File: config.mk
export PLATFORM = sky130hd
export DESIGN_NAME = mmio_uart_tx_flat
export DESIGN_NICKNAME = d
export VERILOG_FILES = /design/src/rtl/mmio_uart_tx_if.sv /design/src/rtl/mmio_uart_tx.sv /design/src/flat_wrapper.sv
export SDC_FILE = /design/constraint.sdc
export NUM_CORES = 1
export LEC_CHECK = 0
export ABC_CLOCK_PERIOD_IN_PS = 4070
export BUFFER_PORTS_ARGS = -buffer_cell sky130_fd_sc_hd__buf_2
export CAP_MARGIN = 10
export CORE_UTILIZATION = 30
export CTS_BUF_LIST = sky130_fd_sc_hd__clkbuf_16
export DETAILED_ROUTE_END_ITERATION = 16
export GPL_TIMING_DRIVEN = 1
export SYNTH_ARGS = -nofsm -noshare
export SYNTH_HDL_FRONTEND = slang
export SYNTH_SLANG_ARGS = --single-unit
File: constraint.sdc
create_clock -name clock -period 4.07 [get_ports clock]
set_clock_uncertainty 0.1 [all_clocks]
set_input_delay 0.407 -clock clock [delete_from_list [all_inputs] [get_ports clock]]
set_output_delay 0.407 -clock clock [all_outputs]
set_load 0.05 [all_outputs]
File: src/rtl/mmio_uart_tx_if.sv
// Word-addressed peripheral bus between the datapath and mmio_uart_tx.
// The master drives address/wdata/write; the slave returns combinational rdata.
interface mmio_uart_tx_if;
  logic [31:0] address;
  logic [63:0] wdata;
  logic        write;
  logic [63:0] rdata;

  modport master (
    output address,
    output wdata,
    output write,
    input  rdata
  );

  modport slave (
    input  address,
    input  wdata,
    input  write,
    output rdata
  );
endinterface

File: src/rtl/mmio_uart_tx.sv
// Memory-mapped 8N1 UART transmitter with a TX FIFO and a programmable divider.
// Define UART_TX_PARITY_EN to add an even-parity bit between DATA and STOP.
module mmio_uart_tx #(
  parameter logic [31:0] BASE_ADDR   = 32'h100,
  parameter int          FIFO_DEPTH  = 8,
  parameter logic [15:0] DEFAULT_DIV = 16'd434
) (
  input  logic         clock,
  input  logic         reset,
  mmio_uart_tx_if.slave bus,
  output logic         tx,
  output logic         busy
);

  localparam int AW = $clog2(FIFO_DEPTH);
  localparam int CW = AW + 1;
  localparam logic [CW-1:0] DEPTH_C = CW'(FIFO_DEPTH);
  localparam logic [31:0] STAT_ADDR = BASE_ADDR + 32'd1;
  localparam logic [31:0] BAUD_ADDR = BASE_ADDR + 32'd2;

`ifdef UART_TX_PARITY_EN
  typedef enum logic [2:0] {
    S_IDLE, S_START, S_DATA, S_PARITY, S_STOP
  } state_e;
`else
  typedef enum logic [2:0] {
    S_IDLE, S_START, S_DATA, S_STOP
  } state_e;
`endif

  state_e state_q, state_d;

  logic [7:0]    mem_q [FIFO_DEPTH];
  logic [7:0]    mem_d [FIFO_DEPTH];
  logic [AW-1:0] wr_ptr_q, wr_ptr_d;
  logic [AW-1:0] rd_ptr_q, rd_ptr_d;
  logic [CW-1:0] count_q, count_d;
  logic          ovf_q, ovf_d;
  logic [15:0]   div_q, div_d;
  logic [15:0]   bit_div_q, bit_div_d;
  logic [15:0]   bit_cnt_q, bit_cnt_d;
  logic [2:0]    bit_idx_q, bit_idx_d;
  logic [7:0]    shift_q, shift_d;
`ifdef UART_TX_PARITY_EN
  logic          par_q, par_d;
`endif

  logic sel_data, sel_stat, sel_baud;
  logic full, empty, bit_end;
  logic push_req, push, pop, ovf_set;
  logic [7:0] head;
  logic unused_wdata;

  assign sel_data = bus.address == BASE_ADDR;
  assign sel_stat = bus.address == STAT_ADDR;
  assign sel_baud = bus.address == BAUD_ADDR;

  assign full    = count_q == DEPTH_C;
  assign empty   = count_q == '0;
  assign bit_end = bit_cnt_q == (bit_div_q - 16'd1);
  assign head    = mem_q[rd_ptr_q];

  // A pop on the same edge frees the slot a full-FIFO push needs.
  assign push_req = bus.write & sel_data;
  assign push     = push_req & (~full | pop);
  assign ovf_set  = push_req & full & ~pop;

  assign busy = (state_q != S_IDLE) | ~empty;
  assign unused_wdata = ^bus.wdata[63:16];

  always_ff @(posedge clock) begin
    if (!reset) state_q <= S_IDLE;
    else        state_q <= state_d;
  end

  always_comb begin
    state_d = state_q;
    case (state_q)
      S_IDLE:  if (!empty) state_d = S_START;
      S_START: if (bit_end) state_d = S_DATA;
      S_DATA:
        if (bit_end && bit_idx_q == 3'd7)
`ifdef UART_TX_PARITY_EN
          state_d = S_PARITY;
      S_PARITY: if (bit_end) state_d = S_STOP;
`else
          state_d = S_STOP;
`endif
      S_STOP:
        if (bit_end) state_d = empty ? S_IDLE : S_START;
      default: state_d = S_IDLE;
    endcase
  end

  always_comb begin
    tx  = 1'b1;
    pop = 1'b0;
    case (state_q)
      S_IDLE:   pop = ~empty;
      S_START:  tx  = 1'b0;
      S_DATA:   tx  = shift_q[0];
`ifdef UART_TX_PARITY_EN
      S_PARITY: tx  = par_q;
`endif
      S_STOP:   pop = bit_end & ~empty;
      default:  tx  = 1'b1;
    endcase
  end

  always_comb begin
    mem_d    = mem_q;
    wr_ptr_d = wr_ptr_q + AW'(push);
    rd_ptr_d = rd_ptr_q + AW'(pop);
    count_d  = count_q + CW'(push) - CW'(pop);
    if (push) mem_d[wr_ptr_q] = bus.wdata[7:0];

    ovf_d = ovf_q;
    if (bus.write && sel_stat && bus.wdata[3])
      ovf_d = 1'b0;
    if (ovf_set) ovf_d = 1'b1;

    div_d = div_q;
    if (bus.write && sel_baud)
      div_d = (bus.wdata[15:0] == 16'd0) ?
              16'd1 : bus.wdata[15:0];
  end

  // Frame timing is frozen at pop; BAUD writes only reach the next frame.
  always_comb begin
    bit_div_d = pop ? div_q : bit_div_q;
    bit_cnt_d = bit_cnt_q + 16'd1;
    if (state_q == S_IDLE || bit_end)
      bit_cnt_d = 16'd0;
    bit_idx_d = 3'd0;
    if (state_q == S_DATA)
      bit_idx_d = bit_end ? bit_idx_q + 3'd1 : bit_idx_q;
    shift_d = shift_q;
    if (pop)
      shift_d = head;
    else if (state_q == S_DATA && bit_end)
      shift_d = {1'b0, shift_q[7:1]};
`ifdef UART_TX_PARITY_EN
    par_d = pop ? ^head : par_q;
`endif
  end

  always_ff @(posedge clock) begin
    mem_q <= mem_d;
  end

  always_ff @(posedge clock) begin
    if (!reset) begin
      wr_ptr_q  <= '0;
      rd_ptr_q  <= '0;
      count_q   <= '0;
      ovf_q     <= 1'b0;
      div_q     <= DEFAULT_DIV;
      bit_div_q <= DEFAULT_DIV;
      bit_cnt_q <= 16'd0;
      bit_idx_q <= 3'd0;
      shift_q   <= 8'd0;
`ifdef UART_TX_PARITY_EN
      par_q     <= 1'b0;
`endif
    end else begin
      wr_ptr_q  <= wr_ptr_d;
      rd_ptr_q  <= rd_ptr_d;
      count_q   <= count_d;
      ovf_q     <= ovf_d;
      div_q     <= div_d;
      bit_div_q <= bit_div_d;
      bit_cnt_q <= bit_cnt_d;
      bit_idx_q <= bit_idx_d;
      shift_q   <= shift_d;
`ifdef UART_TX_PARITY_EN
      par_q     <= par_d;
`endif
    end
  end

  always_comb begin
    bus.rdata = 64'd0;
    unique case (1'b1)
      sel_stat:
        bus.rdata = {48'd0, 8'(count_q), 4'd0,
                     ovf_q, empty, full, busy};
      sel_baud: bus.rdata = {48'd0, div_q};
      default:  bus.rdata = 64'd0;
    endcase
  end

endmodule

File: src/flat_wrapper.sv
// flat-port wrapper written by rule: the top's interface ports become plain ports
module mmio_uart_tx_flat 
#(
  parameter logic [31:0] BASE_ADDR   = 32'h100,
  parameter int          FIFO_DEPTH  = 8,
  parameter logic [15:0] DEFAULT_DIV = 16'd434
)
  (clock, reset, tx, busy, bus_address, bus_wdata, bus_write, bus_rdata);
  mmio_uart_tx_if bus_i ();
  input  logic clock;
  input  logic reset;
  output logic tx;
  output logic busy;
  input wire logic [$bits(bus_i.address)-1:0] bus_address;
  input wire logic [$bits(bus_i.wdata)-1:0] bus_wdata;
  input wire logic [$bits(bus_i.write)-1:0] bus_write;
  output wire logic [$bits(bus_i.rdata)-1:0] bus_rdata;
  assign bus_i.address = bus_address;
  assign bus_i.wdata = bus_wdata;
  assign bus_i.write = bus_write;
  assign bus_rdata = bus_i.rdata;
  mmio_uart_tx #(.BASE_ADDR(BASE_ADDR), .FIFO_DEPTH(FIFO_DEPTH), .DEFAULT_DIV(DEFAULT_DIV)) u_core (.clock(clock), .reset(reset), .bus(bus_i), .tx(tx), .busy(busy));
endmodule
==> flow_summary.toml <==
[outcome]
status = "completed"

[synth]
synth_seq_area_share_pct = 48.16
synth-xor-area-share_pct = 4.515
syn_area_um2 = 6983
synth-compound-area-share_pct = 10.25
synth_common_cells = "72 x dfxtp_1, 64 x edfxtp_1, 50 x nand3_1"
async_flop_share_pct = 0
post_synth_inst_count = 653
synth_mux_area_share_pct = 8.475
ys.flop_type = "dfxtp_1"
synth_top_family_by_area = "simple AND/OR/NAND/NOR gates"
yosysMostFrequentCell = "dfxtp_1"
synth.area.top_cells = "edfxtp_1 28%, dfxtp_1 21%, buf_4 5.3%, mux4_2 5.2%, nand3_1 3.6%"
synth_simple_gate_area_share_pct = 16.68
synth.top_cell.area_share_pct = 27.52
ys_types = 66
synthAdderAreaFrac_pct = 3.154
ys_ff_latch = 136
yosysWarnings = 0
syn_avg_cell_area_um2 = 10.69
synth_top_area_cell = "edfxtp_1"
synth_edf_count = 64

[cts]
cts_setup_buffers = 0
tritoncts = "yes"
h-tree-depth = 4
clock-root-buffer = "clkbuf_16"
clk_latency_ps = 420
cts_buffers = 17
clk_pin_slew_ps = 60
cts_num_sinks = 136
cts.path.max_buffers = 2

[finish]
diodes = 0
drive_gt1_share_pct = 24.50
layout.nets = 846
instances_no_fill = 1028
final_core_util_pct = 36.05
fillers = 2245
area_delta_synth_final_pct = 17.24

[routing]
wirelength_um = 15790
post-route-drc-count = 0
num_vias = 5046
antenna_left = 0
vias_per_cell = 4.909
wire_per_inst_um = 15.36
drt-initial-drc-count = 252
first_pass_iters = 5

[critical_path]
r2r_slack_ps = 230
worst_setup_path_start_kind = "flip-flop"
cp_data_required_time_ps = 4260
cp.arrival_ps = 4030
worstSetupEndpoint = "u_core.count_q[3]"
worstSetupPathType = "reg -> reg"
worstRegToRegCells = 13
timing.rr.start = "u_core.bit_div_q[0]"
timing.rr.end = "u_core.count_q[3]"
worstSetupEndpointType = "flip-flop"
crit_path_max_fanout = 7
worstSetupStartpoint = "u_core.bit_div_q[0]"

[power_and_ir_drop]
internal_power_uw = 3000
p_comb_share_pct = 30.4
ir_worst_vdd_uv = 298.5
p_leak_uw = 0.003037
p_clk_share_pct = 33.1
p_seq_share_pct = 36.5
p_switching_uw = 1608
power_density_nw_per_um2 = 562.9
sw_frac_of_total_pct = 34.89

[sta]
final.setup.worst_slack_ps = 228.4
rsz0062_at_grt = "no"
setup_violations = 0
fin_crit_ps = 3842
final_hold_viol_count = 0
post-route-period-util_pct = 94.39
finalMaxSlewViolations = 0
worstMarginPinSlew_ps = 854.1
max_freq_mhz = 260.3
max-slew-margin-rel_pct = 42.98

[run]
maxCapViolCount = 0

[placed_design]
dp_hpwl_um = 11420
place_inst = 996
pre_cts_slack_ps = 216.1
portBuffers = 68
gp_congestion = 0.7702

[floorplanning]
coreArea_um2 = 22710
die_w_um = 154.6
row_count = 55
die_area_um2 = 23890
pin_count = 165
start_util_pct = 30.75
die_h_um = 154.6

[global_routing]
antenna_found_initial = 0
grt_overflow_total = 0
grtUsageTotal_pct = 13.62
grt_pass1_wl_um = 25520
grt_pass1_vias = 4791
grt_max_degree = 25

[worst_hold_path]
hp-class = "in -> reg"
## stage by stage
| step | setup TNS [ps] | power [uW] | hold WS [ps] | cell area (um2) |
|---|---|---|---|---|
| final | 0 | 4608 | 148.7 | 8187 |
| after global routing | 0 | 4858 | 164.5 | 8187 |
| after CTS | 0 | 4638 | 135.9 | 8175 |
| after detailed placement | 0 | 3107 | 363.3 | 7582 |
| after global placement | 0 | 3089 | 355.2 | 7582 |
| after floorplan | -9797 | 2784 | 341.4 | 7159 |
## state kept, by name (all words and copies together), names as in the netlist
signal,cells
u_core.div_q,16
u_core.state_q,2
u_core.mem_q,64
u_core.bit_cnt_q,16
u_core.shift_q,8
u_core.wr_ptr_q,3
u_core.ovf_q,1
u_core.rd_ptr_q,3
u_core.bit_div_q,16
u_core.count_q,4
u_core.bit_idx_q,3
## worst min-delay path by stage
stage | from | end | slack, ps | cells after the start
3_3_place_gp | u_core.div_q[12] | u_core.div_q[12] | 360 | 2
3_5_place_dp | u_core.div_q[13] | u_core.div_q[13] | 360 | 2
4_1_cts | bus_wdata[8] | u_core.div_q[8] | 140 | 3
6_report | bus_wdata[8] | u_core.div_q[8] | 150 | 3
5_1_grt | bus_wdata[8] | u_core.div_q[8] | 160 | 3
2_1_floorplan | u_core.div_q[12] | u_core.div_q[12] | 340 | 2
## repair_timing
| item | CTS | global route |
|---|---|---|
| setup endpoints to repair | 0 | 2 |
| resized for setup | 0 | 2 |
| hold buffers | 0 | 0 |
## kinds of logic (layout without fill, tap and decap cells)
family	count (synthesis)	after routing
and+or+nand+nor	217	217
other	1	48
DFF	136	136
muxes	38	38
xor gates and xnor gates	36	36
AOI/OAI and AO/OA	105	105
buffers and inverters	103	146
adders and majority gates	17	17
## worst max-delay path, cell delays in order (launching register included)
cell and delay, ps:
dfxtp_1 390, or4_1 640, o41ai_2 300, o21ai_0 160
nor4_2 360, o2111ai_2 270, or4_1 490, nand2_1 130
nand2b_1 70, ha_1 270, a21o_1 160, a21oi_1 180
xnor2_1 140, nor2_1 50
## cells in the final DEF (no fill, tap or decap), types with 9 or more instances in the layout
cell	synthesis	final
a21oi_1	37	37
and3_1	13	13
buf_2	5	68
buf_4	49	31
clkbuf_16	0	17
conb_1	1	48
dfxtp_1	72	72
edfxtp_1	64	64
ha_1	16	16
inv_1	14	15
mux2_2	9	9
mux2i_1	13	13
mux4_2	16	16
nand2_1	38	38
nand3_1	50	50
nor2_1	45	45
nor3_1	9	9
nor4_1	11	11
o21ai_0	21	21
xnor2_1	15	15
xor2_1	21	21
## final cells by class
| class | count | area (um2) | area share [%] |
|---|---|---|---|
| Multi-Input combinational cell | 461 | 3244 | 39.63 |
| Clock buffer | 17 | 425.4 | 5.196 |
| Sequential cell | 136 | 3363 | 41.08 |
| Inverter | 15 | 56.30 | 0.6878 |
| Tap cell | 285 | 356.6 | 4.356 |
| Clock inverter | 15 | 167.7 | 2.048 |
| Timing Repair Buffer | 99 | 573.1 | 7.000 |
## power by group through the flow
stage | sequential (uW) | combinational [uW] | clock (uW)
5_1_grt | 1700 | 1550 | 1610
6_report | 1680 | 1400 | 1530
2_1_floorplan | 1630 | 1160 | 0
3_3_place_gp | 1710 | 1380 | 0
4_1_cts | 1680 | 1400 | 1550
3_5_place_dp | 1710 | 1390 | 0
## metal layers
metal	up-vias	wire, um	track usage [%]
met2	156	7722	22.78
met3	19	665	1.737
li1	2457	-	-
met4	0	309	5.422
met1	2414	7090	17.85
met5	-	0	0
No activity file was read; power rests on OpenSTA's default activity.
